===== config.mk =====
export PLATFORM = sky130hd
export DESIGN_NAME = fpadd_arbiter
export DESIGN_NICKNAME = d
export VERILOG_FILES = /design/src/rtl/fpadd_arbiter.sv
export SDC_FILE = /design/constraint.sdc
export NUM_CORES = 1
export LEC_CHECK = 0
export ABC_AREA = 1
export CAP_MARGIN = 20
export CORE_ASPECT_RATIO = 0.5
export CORE_MARGIN = 8
export CORE_UTILIZATION = 30
export DETAILED_ROUTE_END_ITERATION = 10
export GPL_TIMING_DRIVEN = 0
export PLACE_DENSITY = 0.68
export SLEW_MARGIN = 20
export SYNTH_ARGS = -nofsm -noshare
export SYNTH_HDL_FRONTEND = slang
export SYNTH_SLANG_ARGS = --single-unit

===== constraint.sdc =====
create_clock -name clk -period 4.4 [get_ports clk]
set_input_delay 0.88 -clock clk [delete_from_list [all_inputs] [get_ports clk]]
set_output_delay 0.88 -clock clk [all_outputs]
set_load 0.02 [all_outputs]

===== src/rtl/fpadd_arbiter.sv =====
// fpadd_arbiter: round-robin scheduler sharing one multi-cycle fpadd adder
// among NREQ requesters. The arbiter forwards operands and results untouched.
// Optional WAIT timeout is compiled in when FPADD_ARB_TIMEOUT_EN is defined;
// without it the arbiter waits for the adder indefinitely and rsp_err is 0.

module fpadd_arbiter #(
  parameter int NREQ    = 4,
  parameter int TIMEOUT = 511
) (
  input  logic               clk,
  input  logic               reset,
  input  logic [NREQ-1:0]    req_valid,
  output logic [NREQ-1:0]    req_ready,
  input  logic [32*NREQ-1:0] req_a,
  input  logic [32*NREQ-1:0] req_b,
  output logic [NREQ-1:0]    rsp_valid,
  input  logic [NREQ-1:0]    rsp_ready,
  output logic [31:0]        rsp_sum,
  output logic               rsp_err,
  output logic               fpu_start,
  output logic [31:0]        fpu_a,
  output logic [31:0]        fpu_b,
  input  logic [31:0]        fpu_sum,
  input  logic               fpu_done,
  output logic               busy
);

  localparam int PW = (NREQ > 1) ? $clog2(NREQ) : 1;

  if (NREQ < 2 || NREQ > 8 || TIMEOUT < 1) begin : g_param_check
    $error("fpadd_arbiter: NREQ must be 2..8 and TIMEOUT at least 1");
  end

  typedef enum logic [1:0] {IDLE, ISSUE, WAIT, RESP} state_t;

  state_t         state;
  logic [PW-1:0]  ptr;
  logic [PW-1:0]  gnt_idx;
  logic [PW-1:0]  sel_idx;
  logic [PW:0]    scan_idx;
  logic           sel_found;
  logic [31:0]    sel_a;
  logic [31:0]    sel_b;
  logic           wait_first;
  logic           timeout_hit;

`ifdef FPADD_ARB_TIMEOUT_EN
  localparam int          CW   = $clog2(TIMEOUT + 1);
  localparam logic [31:0] QNAN = 32'h7FC00000;

  logic [CW-1:0] wait_cnt;
  logic          err_q;

  assign timeout_hit = (wait_cnt == CW'(TIMEOUT - 1));
  assign rsp_err     = err_q;
`else
  assign timeout_hit = 1'b0;
  assign rsp_err     = 1'b0;
`endif

  // Find the first pending requester at or after ptr, wrapping around.
  always_comb begin
    sel_found = 1'b0;
    sel_idx   = '0;
    scan_idx  = '0;
    for (int k = 0; k < NREQ; k++) begin
      scan_idx = {1'b0, ptr} + (PW+1)'(k);
      if (scan_idx >= (PW+1)'(NREQ)) begin
        scan_idx = scan_idx - (PW+1)'(NREQ);
      end
      if (!sel_found && req_valid[scan_idx[PW-1:0]]) begin
        sel_found = 1'b1;
        sel_idx   = scan_idx[PW-1:0];
      end
    end
  end

  // Pick the operand slices of the selected requester.
  always_comb begin
    sel_a = '0;
    sel_b = '0;
    for (int i = 0; i < NREQ; i++) begin
      if (sel_idx == PW'(i)) begin
        sel_a = req_a[32*i +: 32];
        sel_b = req_b[32*i +: 32];
      end
    end
  end

  // Accept strobe is combinational so the requester sees it in the grant cycle.
  always_comb begin
    req_ready = '0;
    for (int i = 0; i < NREQ; i++) begin
      req_ready[i] = (state == IDLE) && !reset && sel_found && (sel_idx == PW'(i));
    end
  end

  // Main control FSM with all outputs registered.
  always_ff @(posedge clk) begin
    if (reset) begin
      state      <= IDLE;
      ptr        <= '0;
      gnt_idx    <= '0;
      fpu_start  <= 1'b0;
      fpu_a      <= '0;
      fpu_b      <= '0;
      rsp_valid  <= '0;
      rsp_sum    <= '0;
      busy       <= 1'b0;
      wait_first <= 1'b0;
`ifdef FPADD_ARB_TIMEOUT_EN
      wait_cnt   <= '0;
      err_q      <= 1'b0;
`endif
    end else begin
      fpu_start <= 1'b0;
      case (state)
        IDLE: begin
          if (sel_found) begin
            gnt_idx   <= sel_idx;
            fpu_a     <= sel_a;
            fpu_b     <= sel_b;
            fpu_start <= 1'b1;
            busy      <= 1'b1;
            state     <= ISSUE;
          end
        end
        ISSUE: begin
          wait_first <= 1'b1;
`ifdef FPADD_ARB_TIMEOUT_EN
          wait_cnt   <= '0;
`endif
          state      <= WAIT;
        end
        WAIT: begin
          wait_first <= 1'b0;
`ifdef FPADD_ARB_TIMEOUT_EN
          wait_cnt   <= wait_cnt + CW'(1);
`endif
          if (!wait_first && fpu_done) begin
            rsp_sum   <= fpu_sum;
            rsp_valid <= NREQ'(1) << gnt_idx;
            state     <= RESP;
          end else if (timeout_hit) begin
`ifdef FPADD_ARB_TIMEOUT_EN
            rsp_sum   <= QNAN;
            err_q     <= 1'b1;
`endif
            rsp_valid <= NREQ'(1) << gnt_idx;
            state     <= RESP;
          end
        end
        RESP: begin
          if (rsp_ready[gnt_idx]) begin
            rsp_valid <= '0;
`ifdef FPADD_ARB_TIMEOUT_EN
            err_q     <= 1'b0;
`endif
            ptr       <= (gnt_idx == PW'(NREQ - 1)) ? '0 : gnt_idx + PW'(1);
            busy      <= 1'b0;
            state     <= IDLE;
          end
        end
        default: state <= IDLE;
      endcase
    end
  end

endmodule


==> results.md, run 1 <==
- Status: complete, no violations
- Worst path cell trace: clkdlybuf4s50_1 > inv_1 > nand2_1 > nand3_1 > nand2_1 > inv_1 > nand2_1 > nor2_1 > inv_1 > nand2_1 > inv_4 > buf_4 > nand2_1 > nor3_1 > dlygate4sd2_1
- Hold_buf cts: 0
- H-tree levels: 3
- Setup TNS: 0 ns
- RSZ-0062 raised after global routing: no
- Crit. End Element: output port
- Area growth, synth to finish: 71.0%
- Vias in the first global route: 8193
- Syn. warnings: 0
- Yosys cell types: 31
- Clock root buffer: clkbuf_16
- Max Cap Violations: 0
- Post-Route WL: 32.4 mm
- Setup violations, final: 0
- Total number of vias: around 8.4k
- Final min period: slightly above 4 ns
- Initial antenna violation count: 2
- Cells after Synth: 1003
- Worst path slowest cell: clkdlybuf4s50_1
- I/O Buffers: just over 400
- Total leakage power: 4.58 nW
- Final nets: 1723
- Drt pass-1 iters: 5
- CTS tree: done
- Syn Area/Cell: 6.59 um2
- Die Wd: 226 um
- First-pass GRT wire length: 47.7 mm
- Seq/Total Area, Yosys: 33.0%
- Largest net degree at the start of global routing: 19
- Die area: about 0.027 mm2
- Via density: 4.87
- Cell area after layout: around 0.011 mm2
- FF+latch count, synth: 109
- Initial Util: a little under a third
- Grt ovf: 0
- Clk pin slew, worst setup/hold paths: 0.07 ns
- Tcrit/Tclk final: 93.3%
- Worst-Margin Slew: 0.637 ns
- DRC Markers: 0
- RePlAce Congestion: 0.937
- Critical path class: primary input to output port
- Worst hold path type: flip-flop to flip-flop
- Max frequency: 244 MHz
- Clock sinks: ~110
- Layout cell share with drive strength beyond 1: 8.72%
- Setup crit start kind: primary input
- Fin. Hold Viols: 0
- Clock skew: 0.0161 ns
- Cell Area, Placed: between 0.01 and 0.015 mm2
- Crit-path most repeated cell: nand2_1
- Power per standard cell area: 593 mW/mm2
- Core Region: 0.0216 mm2
- Clock Tree Buf Depth: 2
- Routed WL per cell: approximately 19 um
- CP max FO: 10
- Synthesized area: 0.00661 mm2
- Arrival @ worst endpoint: between 3 and 4 ns
- Peak VDD IR: 219 uV
- R2R setup slack: 1.95 ns
- Post-DP HPWL: 26.9 mm
- Required time of the critical path: 3.52 ns
- I/O pin cnt: 406
- Final Max Slew Viols: 0
- Slew Limit Headroom: 57.5%
- Total Routing Usage GR: 22.4%
- Row count: 38
- Worst-Skew Late Latency: 0.36 ns
- Iteration-0 DRC Markers: 676
- CTS Buf Count: 9
- Critical Path Max Stage Delay: 0.47 ns
- Post-route ant nets: 0
- Die Span Y: 121 um
- Layout fillers: about 2.1k
- Syn Nets: around 1.3k
state kept, by name (all words and copies together), names as in the netlist:
register,cells
busy,1
fpu_a,32
fpu_b,32
fpu_start,1
gnt_idx,2
ptr,2
rsp_sum,32
rsp_valid,4
state,2
wait_first,1
logic make-up after synthesis:
logic type                 after synthesis  synth area share, %
DFF                                    109                 33.0
other                                    1               0.0568
and+or+nand+nor                        468                 33.2
adders and majority gates                7                 1.33
buffers and inverters                  201                 14.3
AOI/OAI and AO/OA                      217                 18.1
worst max-delay path: cells and delay by family:
family | cells | cell delay [ns]
buffers and inverters | 7 | 1.43
and+or+nand+nor | 8 | 0.90
per-stage QoR:
stage	power (mW)	cells	hold WS [ns]	util, %	setup WS, ns
after floorplan	4.15	1003	0.468	-	1.12
final	6.70	1724	0.443	52.2	0.295
after global routing	7.20	1724	0.464	52.2	0.105
after global placement	5.88	1706	0.431	50.9	-0.0910
after CTS	6.75	1722	0.447	52.2	0.0367
after detailed placement	5.94	1706	0.436	50.9	-0.134
Yosys cell counts:
master,n,share of area (%)
nand2_1,237,13
nand3_1,139,11
dfxtp_1,109,33
inv_1,104,5.9
a21oi_1,99,7.5
nand4_1,65,6.2
o21ai_0,59,4.5
buf_2,33,2.5
o21ai_1,30,2.3
clkbuf_1,27,1.5
o21ai_2,16,2.1
inv_2,13,0.74
buf_6,12,2.0
a21oi_2,10,1.3
nor2_1,9,0.51
buf_4,7,0.80
ha_1,7,1.3
nand2_2,5,0.47
nand2_4,5,0.85
nor3_1,4,0.30
nand3_2,2,0.30
nor2_8,2,0.61
a211oi_1,1,0.11
a21boi_1,1,0.11
a32o_1,1,0.15
buf_1,1,0.057
buf_12,1,0.30
buf_8,1,0.23
clkbuf_4,1,0.11
conb_1,1,0.057
inv_4,1,0.095
final timing paths:
path                      startpoint                       to  cells after the start
max                     req_valid[1]             req_ready[1]                     15
min reg2reg  rsp_sum[8]$_SDFFE_PP0P_  rsp_sum[8]$_SDFFE_PP0P_                      2
min          rsp_sum[8]$_SDFFE_PP0P_  rsp_sum[8]$_SDFFE_PP0P_                      2
max reg2reg      ptr[1]$_SDFFE_PP0P_    fpu_b[7]$_SDFFE_PP0P_                     13
routing by layer:
layer / part of all wire (%) / routed length (um) / global-route usage, % / up-vias
met1: 39 / 12700 / 26.3 / 3894
li1: - / - / - / 4163
met4: 2.6 / 856 / 7.92 / 0
met5: 0 / 0 / 0 / -
met3: 6.4 / 2070 / 4.68 / 50
met2: 52 / 16800 / 40.4 / 288
layout by cell type (no fill, tap or decap), types with 3 or more instances in the layout:
cell	instances
clkdlybuf4s50_1	399
nand2_1	237
nand3_1	139
dfxtp_1	109
inv_1	104
a21oi_1	99
nand4_1	65
o21ai_0	59
buf_2	32
o21ai_1	30
clkbuf_1	28
o21ai_2	16
inv_2	12
buf_6	12
a21oi_2	10
nor2_1	9
clkbuf_16	9
buf_4	8
ha_1	7
nand2_2	5
nand2_4	5
nor3_1	4
inv_6	3
dlygate4sd2_1	3
power breakdown:
group / total (mW) / switching (mW) / internal (mW)
logic: 4.38 / 2.62 / 1.76
clock network: 0.778 / 0.389 / 0.389
registers: 1.54 / 0.198 / 1.34
layout make-up:
cell class | instances | area (um2) | area share (%)
diodes | 2 | 5.00 | 0.0443
multi-input cells | 693 | 3480 | 30.8
inverters | 118 | 448 | 3.96
repair buffers | 403 | 4030 | 35.7
well taps | 300 | 375 | 3.32
clock inverters | 6 | 43.8 | 0.388
plain buffers | 83 | 503 | 4.45
clock buffers | 10 | 229 | 2.03
flip-flops and latches | 109 | 2180 | 19.3
timing repair:
item	CTS	global route
hold endpoints to repair	0	0
gates resized for setup	4	2
setup buffers	0	0
endpoints found under the setup margin	4	1
Note: power is estimated with default switching activity, not from simulation.
==> run 2, diff against run 1 <==
- GPL_ROUTABILITY_DRIVEN: not set -> 0
- RECOVER_POWER: not set -> 25
==> run 2 against run 1 <==
Clock power grew 4.5%. Final cell count grew 0.17%. Clock skew down 0.0014 ns. Critical path type unchanged. Setup slack worse by 0.0093 ns.
==> results.md, run 2 (synthesis results as in run 1) <==
- Power per standard cell area: 594 mW/mm2 (about the same)
- Commonest non-fill, non-tap cells in the layout: 376 x clkdlybuf4s50_1, 237 x nand2_1, 139 x nand3_1
- DRC Markers: 0 (unchanged)
- Routed WL per cell: 18.7 um (-0.25%)
- Post-route ant nets: 0 (unchanged)
- Most common cell after layout, fill and taps aside: clkdlybuf4s50_1
- Setup TNS: 0 ns (unchanged)
- Clock sinks: 109 (unchanged)
- Top delay family on crit path: buffers and inverters
- Critical Path Max Stage Delay: 0.49 ns (+0.02 ns)
- Via density: 4.94 (+1.4%)
- CTS tree: done
- Status: complete, no violations
- I/O Buffers: 403 (unchanged)
- Peak VDD IR: 258 uV (+18%)
- Total number of vias: 8530 (+1.6%)
- Clock skew: 0.0147 ns (-0.00137 ns)
- Setup crit start kind: primary input
- Fin. Hold Viols: 0 (unchanged)
- Core Region: 0.0216 mm2 (unchanged)
- Grt ovf: 0 (unchanged)
- Crit-path most repeated cell: nand2_1
- Number of setup buffers added after CTS: 0 (unchanged)
- Buf/Inv on CP: 7 (unchanged)
- Clk pin slew, worst setup/hold paths: 0.07 ns (about the same)
- Iteration-0 DRC Markers: 586 (-13%)
- Max Cap Violations: 0 (unchanged)
- Clock root buffer: clkbuf_16
- Hold slack: 0.446 ns (+0.00361 ns)
- Final nets: 1723 (unchanged)
- Total leakage power: 4.64 nW (+1.3%)
- Max frequency: 243 MHz (-0.23%)
- Hold_buf cts: 0 (unchanged)
- Layout cell share with drive strength beyond 1: 8.93% (+0.21 points)
- Final min period: 4.11 ns (+0.00935 ns)
- Worst-Margin Slew: 0.660 ns (+0.0227 ns)
- I/O pin cnt: 406 (unchanged)
- Worst-Skew Late Latency: 0.37 ns (about the same)
- Finished Core Util: 52.3% (+0.098 points)
- Layout fillers: 2092 (-1.9%)
- Die Wd: 226 um (unchanged)
- Vias in the first global route: 8342 (+1.8%)
- Final Max Slew Viols: 0 (unchanged)
- Setup violations, final: 0 (unchanged)
- H-tree levels: 3 (unchanged)
- First-pass GRT wire length: 47.9 mm (+0.38%)
- Total Routing Usage GR: 22.4% (about the same)
- CP max FO: 10 (unchanged)
- CTS Buf Count: 9 (unchanged)
- Worst path slowest cell: clkdlybuf4s50_1
- Area growth, synth to finish: 71.3%
- Crit. End Element: output port
- Post-DP HPWL: 26.8 mm (-0.52%)
- Worst path cell trace: clkdlybuf4s50_1 > inv_1 > nand2_1 > nand3_1 > nand2_1 > inv_1 > nand2_1 > nor2_1 > inv_1 > nand2_1 > inv_4 > buf_4 > nand2_1 > nor3_1 > dlygate4sd1_1
- Slew Limit Headroom: 56.0% (-1.5 points)
- Critical path class: primary input to output port
- Die Span Y: 121 um (unchanged)
- Row count: 38 (unchanged)
- RSZ-0062 raised after global routing: no
- Drt pass-1 iters: 5 (unchanged)
- Required time of the critical path: 3.52 ns (about the same)
- Arrival @ worst endpoint: 3.23 ns (about the same)
- Top Registers: fpu_a x32, fpu_b x32, rsp_sum x32
- Clock Tree Buf Depth: 2 (unchanged)
- Worst hold path type: flip-flop to flip-flop
- Post-Route WL: 32.3 mm (about the same)
- Initial antenna violation count: 6 (+4)
- Largest net degree at the start of global routing: 21 (+2)
- Die area: 0.0273 mm2 (unchanged)
- Initial Util: 30.5% (unchanged)
- Tcrit/Tclk final: 93.5% (+0.21 points)
## run 2: cell count changes in the layout (fill, tap and decap cells not counted), moves of 3 or more
| cell | change |
|---|---|
| dlygate4sd2_1 | -3 |
| clkdlybuf4s50_1 | -23 |
| dlygate4sd3_1 | +23 |
| diode_2 | +3 |
## run 2: final timing paths
| check | cells after the start | to | from | slack (ns) |
|---|---|---|---|---|
| max reg2reg | 17 | fpu_a[18]$_SDFFE_PP0P_ | ptr[1]$_SDFFE_PP0P_ | 1.95 |
| min reg2reg | 2 | rsp_sum[15]$_SDFFE_PP0P_ | rsp_sum[15]$_SDFFE_PP0P_ | 0.45 |
| min | 2 | rsp_sum[15]$_SDFFE_PP0P_ | rsp_sum[15]$_SDFFE_PP0P_ | 0.45 |
| max | 15 | req_ready[1] | req_valid[1] | 0.29 |
## run 2: cell type report
cell class	count	area, um2	area share [%]
flip-flops and latches	109	2180	19.3
clock inverters	7	68.8	0.608
inverters	118	448	3.96
multi-input cells	693	3480	30.7
plain buffers	83	503	4.44
repair buffers	403	4030	35.6
clock buffers	9	225	1.99
diodes	5	12.5	0.111
well taps	300	375	3.32
## run 2: where the power goes
group	total [mW]	switching (mW)	internal, mW
Combinational	4.37	2.64	1.74
Sequential	1.53	0.190	1.34
Clock	0.813	0.413	0.400
Total	6.72	3.24	3.48
## run 2: per-layer routing
| metal | vias up | share of wire [%] | global-route usage [%] |
|---|---|---|---|
| li1 | 4163 | - | - |
| met1 | 3934 | 39 | 25.6 |
| met2 | 355 | 51 | 39.3 |
| met3 | 76 | 6.6 | 5.89 |
| met4 | 2 | 3.7 | 9.94 |
| met5 | - | 0.034 | 0 |
## run 2: tightest hold or removal path, delay by kind of cell (launching register included)
kind,cells,cell delay [ns]
buffers and inverters,1,0.04
flip-flops,1,0.31
AO/OA/AOI/OAI,1,0.05
## run 2: what timing repair did
action / 4_1_cts / 5_1_grt
setup endpoints to repair: 4 / 4
hold endpoints to repair: 0 / 0
gates resized for setup: 4 / 10
## run 2: per-stage QoR
step	cells	area, um2	total power [mW]	worst slack, ns
detailed placement	1706	11000	5.94	-0.176
global placement	1706	11000	5.88	-0.111
global route	1727	11300	7.21	0.0486
floorplan	1003	6610	4.15	1.12
finish	1727	11300	6.72	0.285
CTS	1722	11300	6.78	0.00123
